==> src/rtl/vdc_cpu_port.sv <==
// HuC6270 VDC CPU-side port: bus-cycle decode, AR/register commits, MAWR/MARR, VRAM access FSM.
// Optional VDC_PORT_ERR_EN adds a sticky err output flagging VRAM starts dropped while busy.
module vdc_cpu_port #(
    parameter int AW = 16,
    parameter int RW = 5
) (
    input  logic          clock,
    input  logic          reset_n,
    input  logic          cs_n,
    input  logic          wr_n,
    input  logic          rd_n,
    input  logic [1:0]    a,
    input  logic [7:0]    din,
    output logic [7:0]    dout,
    output logic          busy_n,
    input  logic [7:0]    status,
    output logic          status_rd,
    output logic          reg_we,
    output logic [RW-1:0] reg_addr,
    output logic [15:0]   reg_wdata,
    output logic          vram_req,
    output logic          vram_we,
    output logic [AW-1:0] vram_addr,
    output logic [15:0]   vram_wdata,
    input  logic          vram_ack,
    input  logic [15:0]   vram_rdata
`ifdef VDC_PORT_ERR_EN
    ,
    output logic          err
`endif
);

    typedef enum logic [1:0] {S_IDLE, S_WRITE, S_READ} state_t;

    state_t        state, state_nx;
    logic          cs_q, wr_q, rd_q;
    logic [1:0]    a_q;
    logic [7:0]    din_q;
    logic [RW-1:0] ar;
    logic [7:0]    lo;
    logic [AW-1:0] mawr, marr, marr_nx, rd_addr, inc;
    logic [15:0]   vrr;
    logic [1:0]    inc_sel;

    logic          wr_ev, rd_ev, commit, start_wr, start_rd, idle;
    logic [15:0]   w_word;

    // CPU strobes act on their rising edge; a write in the same cycle suppresses the read.
    assign wr_ev    = wr_n & ~wr_q & ~cs_q;
    assign rd_ev    = rd_n & ~rd_q & ~cs_q & ~wr_ev;
    assign commit   = wr_ev && (a_q == 2'd3);
    assign w_word   = {din_q, lo};
    assign idle     = (state == S_IDLE);
    assign start_wr = commit && (ar == RW'(2));
    assign start_rd = (commit && (ar == RW'(1))) ||
                      (rd_ev && (a_q == 2'd3) && (ar == RW'(2)));
    assign marr_nx  = marr + inc;
    assign rd_addr  = commit ? AW'(w_word) : marr_nx;

    always_comb begin
        inc = AW'(1);
        case (inc_sel)
            2'b00: inc = AW'(1);
            2'b01: inc = AW'(32);
            2'b10: inc = AW'(64);
            2'b11: inc = AW'(128);
            default: inc = AW'(1);
        endcase
    end

    always_ff @(posedge clock or negedge reset_n) begin
        if (!reset_n) state <= S_IDLE;
        else          state <= state_nx;
    end

    // Starts are only accepted from IDLE; anything arriving while busy is dropped.
    always_comb begin
        state_nx = state;
        case (state)
            S_IDLE: begin
                if (start_wr)      state_nx = S_WRITE;
                else if (start_rd) state_nx = S_READ;
            end
            S_WRITE: if (vram_ack) state_nx = S_IDLE;
            S_READ:  if (vram_ack) state_nx = S_IDLE;
            default: state_nx = S_IDLE;
        endcase
    end

    // VRAM handshake: vram_req is held with addr/we/wdata stable until the cycle
    // vram_ack is high; the request drops on the following cycle.
    always_comb begin
        busy_n   = (state == S_IDLE);
        vram_req = (state != S_IDLE);
    end

    always_ff @(posedge clock or negedge reset_n) begin
        if (!reset_n) begin
            cs_q       <= 1'b1;
            wr_q       <= 1'b1;
            rd_q       <= 1'b1;
            a_q        <= '0;
            din_q      <= '0;
            ar         <= '0;
            lo         <= '0;
            mawr       <= '0;
            marr       <= '0;
            vrr        <= '0;
            inc_sel    <= '0;
            dout       <= '0;
            status_rd  <= 1'b0;
            reg_we     <= 1'b0;
            reg_addr   <= '0;
            reg_wdata  <= '0;
            vram_we    <= 1'b0;
            vram_addr  <= '0;
            vram_wdata <= '0;
        end else begin
            cs_q  <= cs_n;
            wr_q  <= wr_n;
            rd_q  <= rd_n;
            a_q   <= a;
            din_q <= din;

            if (wr_ev && (a_q == 2'd0)) ar <= din_q[RW-1:0];
            if (wr_ev && (a_q == 2'd2)) lo <= din_q;

            reg_we <= commit;
            if (commit) begin
                reg_addr  <= ar;
                reg_wdata <= w_word;
            end
            if (commit && (ar == '0))       mawr    <= AW'(w_word);
            if (commit && (ar == RW'(5)))   inc_sel <= w_word[12:11];
            if (start_rd)                   marr    <= rd_addr;

            // Post-increment wins over a same-cycle MAWR commit.
            if ((state == S_WRITE) && vram_ack) mawr <= vram_addr + inc;
            if ((state == S_READ) && vram_ack)  vrr  <= vram_rdata;

            if (idle && start_wr) begin
                vram_we    <= 1'b1;
                vram_addr  <= mawr;
                vram_wdata <= w_word;
            end else if (idle && start_rd) begin
                vram_we   <= 1'b0;
                vram_addr <= rd_addr;
            end

            status_rd <= rd_ev && (a_q == 2'd0);

            if (!cs_n && !rd_n) begin
                case (a)
                    2'd0: dout <= status;
                    2'd1: dout <= 8'h00;
                    2'd2: dout <= vrr[7:0];
                    2'd3: dout <= vrr[15:8];
                    default: dout <= 8'h00;
                endcase
            end
        end
    end

`ifdef VDC_PORT_ERR_EN
    always_ff @(posedge clock or negedge reset_n) begin
        if (!reset_n) begin
            err <= 1'b0;
        end else begin
            if (wr_ev && (a_q == 2'd1) && din_q[0]) err <= 1'b0;
            if (!idle && (start_wr || start_rd))    err <= 1'b1;
        end
    end
`endif

endmodule

==> config.mk <==
export PLATFORM = sky130hd
export DESIGN_NAME = vdc_cpu_port
export DESIGN_NICKNAME = d
export VERILOG_FILES = /design/src/rtl/vdc_cpu_port.sv
export SDC_FILE = /design/constraint.sdc
export NUM_CORES = 1
export LEC_CHECK = 0
export CAP_MARGIN = 15
export CORE_ASPECT_RATIO = 1.1
export CORE_UTILIZATION = 35
export CTS_CLUSTER_DIAMETER = 150
export DETAILED_ROUTE_END_ITERATION = 6
export MAX_ROUTING_LAYER = met4
export PLACE_DENSITY_LB_ADDON = 0.08
export SETUP_SLACK_MARGIN = 0.1
export SLEW_MARGIN = 10
export SYNTH_ARGS = -nofsm -noshare
export SYNTH_HDL_FRONTEND = slang
export SYNTH_SLANG_ARGS = --single-unit
==> constraint.sdc <==
create_clock -name clock -period 3.9 [get_ports clock]
set_clock_uncertainty 0.1 [all_clocks]
set_input_delay 0.78 -clock clock [delete_from_list [all_inputs] [get_ports clock]]
set_output_delay 0.78 -clock clock [all_outputs]
set_load 0.1 [all_outputs]
==> impl_results.md <==
* Outcome: finished, violations left
* Failing checks: DRC
* First-pass GRT wire length at between 30000 and 40000 µm
* Power Density at around 750 mW/mm²
* Clock transition at path regs at 60 ps
* # hold bufs at CTS at 0
* Most common cell after layout, fill and taps aside: dfrtp_1
* DP HPWL at approximately 13000 µm
* Final setup viols at 0
* Layer with the highest usage: met2
* Worst setup path end: marr[12]$_DFFE_PN0P_
* Gate Count Post-Synth at approximately 640
* Synthesis Warnings at 0
* Required @ worst endpoint at 4140 ps
* Crit Path Class: reg -> reg
* # fillers at 1771
* Yosys top cell area share at roughly half
* Post-Syn Area at 0.00678 mm²
* Largest family of logic cells by synthesized area: compound AO/OA/AOI/OAI gates
* Worst vdd ir at around 0.35 mV
* CP endpoint kind: flip-flop
* DP Area at 0.00805 mm²
* Min-Delay Path Class: in -> async
* TritonCTS clock tree: yes
* Post-synth EDFFs at 0
* Final worst path period need at a little over 3000 ps
* Clock Latency Late Sink at 420 ps
* Max-cap viol count at 0
* Router iterations before antenna repair at 7
* Non-Filler Instances at 997
* Placer congestion estimate at around 0.8
* Adder-cell area share of the yosys netlist at between 1.5 and 2%
* Initial antenna violation count at 0
* Largest net degree at the start of global routing at about 90
* Post-Synth Simple-Gate Area at 13.9%
* Routed Antenna Nets at 0
* Leak at roughly 0.0037 µW
* Syn Nets at 688
* Fin nets at about 790
* Area of the multi-input gates at just over 0.003 mm²
* RR Endpoint: marr[12]$_DFFE_PN0P_
* GRT Total Usage at between 20% and 30%
* Flops & latches, synth at about 140
* Slew margin rel. at between 30% and 40%
* Arrival @ worst endpoint at about 3300 ps
* Sequential element share of the synthesized area at between 50% and 60%
* Vias per cell at around 5.2
* Area growth syn-to-layout at 27.6%
* Async S/R FF share, synth at 100%
* Post-synth top flop: dfrtp_1
* PortBufs at 105
* Tcrit/Tclk final at between 70% and 80%
* Startpoint Class: flip-flop
* GR Overflow Total at 0
* CP max FO at 10
* Met2 Use GR at between 30% and 40%
* Die height at ~150 µm
* I/O pin count at 106
* DRT Wirelength at 18600 µm
* Unrepaired setup endpoints after global routing: no
* Met3 usage at roughly 3.7%
* Post-CTS Repair Setup Buffers at 0
* Commonest cells after routing, fill and taps aside: dfrtp_1, clkdlybuf4s50_1, nand2_1, mux2_2, a21oi_1
* Synth Area in XOR/XNOR at ~3.6%
* Fraction of layout cells with a size suffix above 1 at about 15%
* Vias in the first global route at 5302
* Worst reg-to-reg setup slack at about 840 ps
* Clock sink count at about 140
* Worst R2R Start: inc_sel[1]$_DFFE_PN0P_
* Multiplexer share of the synthesized area at 10.6%
* R2R cell count at 9
* Hold Vio Cnt, Final at 0
* Residual DRC at 2
* Core area at roughly 0.019 mm²
* Core Rows at 53
* Iteration-0 DRC Markers at roughly 280
* Worst slew pin tran at ~1000 ps
* Reg area at 0.00356 mm²
* Fmax at 0.327 GHz
* Total negative slack at 0 ps
* Synthesized area per cell at about 11 µm²
* Post-layout util at 45.5%
* Complex-gate fraction of the synthesized area at between 10% and 20%
* Worst Setup SP: inc_sel[1]$_DFFE_PN0P_
* Leading post-synthesis cells by cell area: dfrtp_1, mux2_2, nand2_1
* Die ar. at approximately 0.02 mm²
* Cell Count Post-Placement at 965
* Slew Limit Fails at 0
* GR met1 Demand/Resource at around 28%
* Maximum clock path buffer count at 2
* Dominant cell type by area after synthesis: dfrtp_1
* DR WL/cell at around 19 µm
* Vias at 5143
* # H-tree levels at 4
* TritonCTS Buffers at 17
* Post-cts sizing count at 0
* Final Cell Area at around 0.0087 mm²
* Diodes inserted at 0
* Width of the chip at around 130 µm
* Root buf cell: clkbuf_16
* Synth unique cells at 63
* Min Hold Slack at ~340 ps
* Starting density of the core at approximately 36%
final cells by class:
class	instances	share of cell area, %
flip-flops and latches	142	41.1
multi-input cells	453	35.1
repair buffers	113	12.9
clock buffers	19	5.00
well taps	247	3.57
clock inverters	13	1.92
inverters	10	0.434
sequential cells by signal, indices dropped and copies added, names as in the netlist, 5 cells and up:
signal and count:
marr 16, ar 5, mawr 16, lo 8
reg_wdata 16, vram_addr 16, vram_wdata 16, din_q 8
dout 8, reg_addr 5, vrr 16
where the power goes:
group / switching [µW] / internal (µW) / leakage [µW]
clock: 651 / 1010 / 0.000272
sequential: 375 / 1850 / 0.00179
combinational: 1860 / 729 / 0.00166
per-layer routing:
layer / vias up / share of wire [%]
met5: - / 0
met4: 0 / 1.4
met3: 18 / 4.6
met2: 121 / 47
met1: 2542 / 47
li1: 2462 / -
logic make-up (layout without fill, tap and decap cells):
family	after synthesis	count (layout)
flops	142	142
mux	66	66
xor+xnor	28	28
compound gates	154	154
simple gates	195	195
buf+inv	44	155
fa+ha+maj	10	10
critical path, cell delays in order, from the launching register on:
cell and delay (ps):
dfrtp_1 480, nor2_1 220, ha_1 280, ha_1 230, and4_1 320, a211oi_1 120
a211oi_2 550, nand3_1 250, o31a_1 300, o22ai_1 130
cells in the mapped netlist (2+ instances only):
cell type	instances
dfrtp_1	139
nand2_1	95
mux2_2	48
a21oi_1	47
nor2_1	38
o21ai_0	29
clkbuf_1	21
mux2i_1	18
xnor2_1	17
o2bb2ai_1	14
nand3_1	12
a211oi_1	11
o22ai_1	11
xor2_1	11
nor2b_1	10
and3_1	9
ha_1	9
inv_1	9
o21ai_1	9
buf_2	7
and2_1	5
a31oi_1	4
o31a_1	4
a2bb2oi_1	3
and4_1	3
and4b_1	3
buf_6	3
dfstp_2	3
o2111ai_1	3
o21a_1	3
a211oi_2	2
a21boi_0	2
a22oi_1	2
buf_1	2
nand4b_1	2
nor3_1	2
o32a_1	2
or2_2	2
worst min-delay path by stage:
stage	startpoint	endpoint
after floorplan	a_q[0]$_DFF_PN0_	status_rd$_DFF_PN0_
after global routing	reg_wdata[12]$_DFFE_PN0P_	reg_wdata[12]$_DFFE_PN0P_
after global placement	reg_wdata[0]$_DFFE_PN0P_	reg_wdata[0]$_DFFE_PN0P_
after detailed placement	reg_wdata[1]$_DFFE_PN0P_	reg_wdata[1]$_DFFE_PN0P_
final	reset_n	vram_addr[5]$_DFFE_PN0P_
after CTS	reg_wdata[12]$_DFFE_PN0P_	reg_wdata[12]$_DFFE_PN0P_
metrics by stage:
| stage | total power, µW | setup slack (ps) |
|---|---|---|
| 5_1_grt | 6790 | 557 |
| 6_report | 6480 | 844 |
| 3_3_place_gp | 4830 | 675 |
| 3_5_place_dp | 4860 | 594 |
| 2_1_floorplan | 4140 | 935 |
| 4_1_cts | 6540 | 790 |
No activity file was read; power rests on OpenSTA's default activity.
==> variant: new RTL, config.mk and constraints unchanged <==
Put one more register stage on the output `status_rd`, cleared by the reset. The value now appears one clock later. The other outputs are not delayed to match.
--- a/src/rtl/vdc_cpu_port.sv
+++ b/src/rtl/vdc_cpu_port.sv
@@ -32,4 +32,6 @@
 
     typedef enum logic [1:0] {S_IDLE, S_WRITE, S_READ} state_t;
+
+    logic status_rd_s0;
 
     state_t        state, state_nx;
@@ -109,5 +111,5 @@
             inc_sel    <= '0;
             dout       <= '0;
-            status_rd  <= 1'b0;
+            status_rd_s0 <= 1'b0;
             reg_we     <= 1'b0;
             reg_addr   <= '0;
@@ -148,5 +150,5 @@
             end
 
-            status_rd <= rd_ev && (a_q == 2'd0);
+            status_rd_s0 <= rd_ev && (a_q == 2'd0);
 
             if (!cs_n && !rd_n) begin
@@ -173,4 +175,12 @@
 `endif
 
+    always_ff @(posedge clock or negedge reset_n) begin
+        if (!reset_n) begin
+            status_rd <= '0;
+        end else begin
+            status_rd <= status_rd_s0;
+        end
+    end
+
 endmodule
 
Behaviour: not the same (Yosys sat finds a counterexample within 4 cycles, from zero or initial values and one cycle with reset_n low).
==> variant against the unedited design <==
  * The run still ends with design-rule violations left
  * Worst hold slack lost 0.046 ns
  * Core utilization grew 0.14 points
  * Sequential cell count grew 1
  * Synthesized cell count grew 0.16%
  * Setup slack gained 0.023 ns
  * Design area grew 0.67%
  * Wire length grew 1.5%
  * Synthesized area grew 0.37%
  * Cell count grew 0.30%
  * Combinational power is essentially flat
  * Total power grew 1.0%
==> variant: results (changes against the unedited design) <==
detailed_routing:
  vias: 5219  # +1.5%
  routed-wl-met3_um: 727  # -14%
  highest_layer: "met4"
  dr.pass1.iters: 6  # -1
  drc_errors: 2  # unchanged
  dr_wl_met2_um: 9130  # +4.8%
  viasPerCell: 5.22  # +1.2%
  wirelength_um: 18900  # +1.5%
  first_iter_violations: 294  # +6.9%
  met1_length_um: 8770  # about the same
yosys:
  synthTopCellsByCount: "140 x dfrtp_1, 95 x nand2_1, 48 x mux2_2, 47 x a21oi_1, 38 x nor2_1"
  ys_seq_area_share_pct: 52.6  # +0.17 points
  ys_types: 63  # unchanged
  synth_fp_nets: 689  # +0.15%
  synthAdderAreaFrac_pct: 1.80  # -0.0066 points
  async_reset_ff_share_pct: 100  # unchanged
  synth_top_cells_by_area: "dfrtp_1 51%, mux2_2 7.9%, nand2_1 5.2%"
  synthMuxAreaShare_pct: 10.6  # -0.039 points
  synth_cells: 640  # +0.16%
  synth_compound_area_share_pct: 14.6  # -0.054 points
  synth_xor_xnor_area_share_pct: 3.60  # -0.013 points
cts:
  cts_resized: 0  # unchanged
  clk_latency_ns: 0.42  # about the same
  cts_buffer_depth: 2  # unchanged
  htreeDepth: 4  # unchanged
  postCtsSetupBuffers: 0  # unchanged
critical_path:
  cp.arrival_ns: 3.27  # -0.02 ns
hold_path:
  min_path_type: "reg -> reg"
placed_design:
  dp_hpwl_um: 12800  # -1.1%
  place_congestion: 0.825  # +3.2%
  preCtsSetupSlack_ns: 0.682  # +0.0877 ns
  dp_cells: 968  # +0.31%
  io_buffers: 105  # unchanged
run_status:
  outcome: "finished with violations"
  violations: "design-rule violations"
cells_and_area:
  finalNetCount: 789  # +0.38%
  drive_above_1_share_pct: 15.3  # +0.61 points
grt:
  use_met1_pct: 27.0  # -1.3 points
  grt_pass1_wl_um: 30000  # -0.46%
  grt_use_total_pct: 20.5  # -0.17 points
  grt_util_met2_pct: 32.0  # +0.93 points
  grt_pass1_vias: 5337  # +0.66%
  grt_max_degree: 83  # -8.8%
  grt_antenna_before_repair: 0  # unchanged
  grt_util_met3_pct: 3.72  # +0.011 points
power:
  power_leakage_nw: 3.77  # +1.5%
  ir_worst_vdd_v: 0.000448  # +29%
  swShare_pct: 44.6  # about the same
timing:
  relSlewSlack_pct: 29.2  # -1.2 points
variant: final timing paths:
kind                                   start  slack [ns]             end  cells past startpoint
worst max register to register    inc_sel[1]        0.87        marr[12]                      9
worst min-delay path            status_rd_s0        0.29       status_rd                      0
max in group asynchronous            reset_n        2.68     reg_addr[4]                      2
worst min register to register  status_rd_s0        0.29       status_rd                      0
worst max-delay path              inc_sel[1]        0.87        marr[12]                      9
min in group asynchronous            reset_n        0.30  vram_wdata[12]                      1
variant: cells by family after synthesis:
| group | after synthesis |
|---|---|
| compound gates | 154 |
| simple gates | 195 |
| fa+ha+maj | 10 |
| xor+xnor | 28 |
| mux | 66 |
| flops | 143 |
| buf+inv | 44 |
variant: power by group through the flow:
| stage | Clock (mW) | Sequential (mW) | Combinational, mW |
|---|---|---|---|
| detailed placement | 0 | 2.27 | 2.60 |
| CTS | 1.75 | 2.25 | 2.61 |
| finish | 1.71 | 2.25 | 2.59 |
| global route | 1.82 | 2.30 | 2.73 |
| floorplan | 0 | 3.33 | 0.813 |
| global placement | 0 | 2.26 | 2.57 |
variant: metrics by stage:
step	util [%]	instance area, um2
global route	45.6	8710
CTS	45.6	8710
detailed placement	42.4	8090
global placement	42.4	8090
floorplan	-	6810
finish	45.6	8710
variant: final cells by class:
type	instances	area, um2
inverter	10	37.5
timing repair buffer	115	1130
clock inverter	14	180
sequential	143	3580
tap	247	309
fill	1814	10400
clock buffer	18	439
multi-input combinational	453	3040
variant: worst max-delay path: stages (launching register included):
cell and delay (ns):
dfrtp_1 0.50, nor2_1 0.22, ha_1 0.26, ha_1 0.24, and4_1 0.32, o21ai_0 0.14
a211oi_2 0.52, nand3_1 0.23, o31a_1 0.28, o22ai_1 0.13
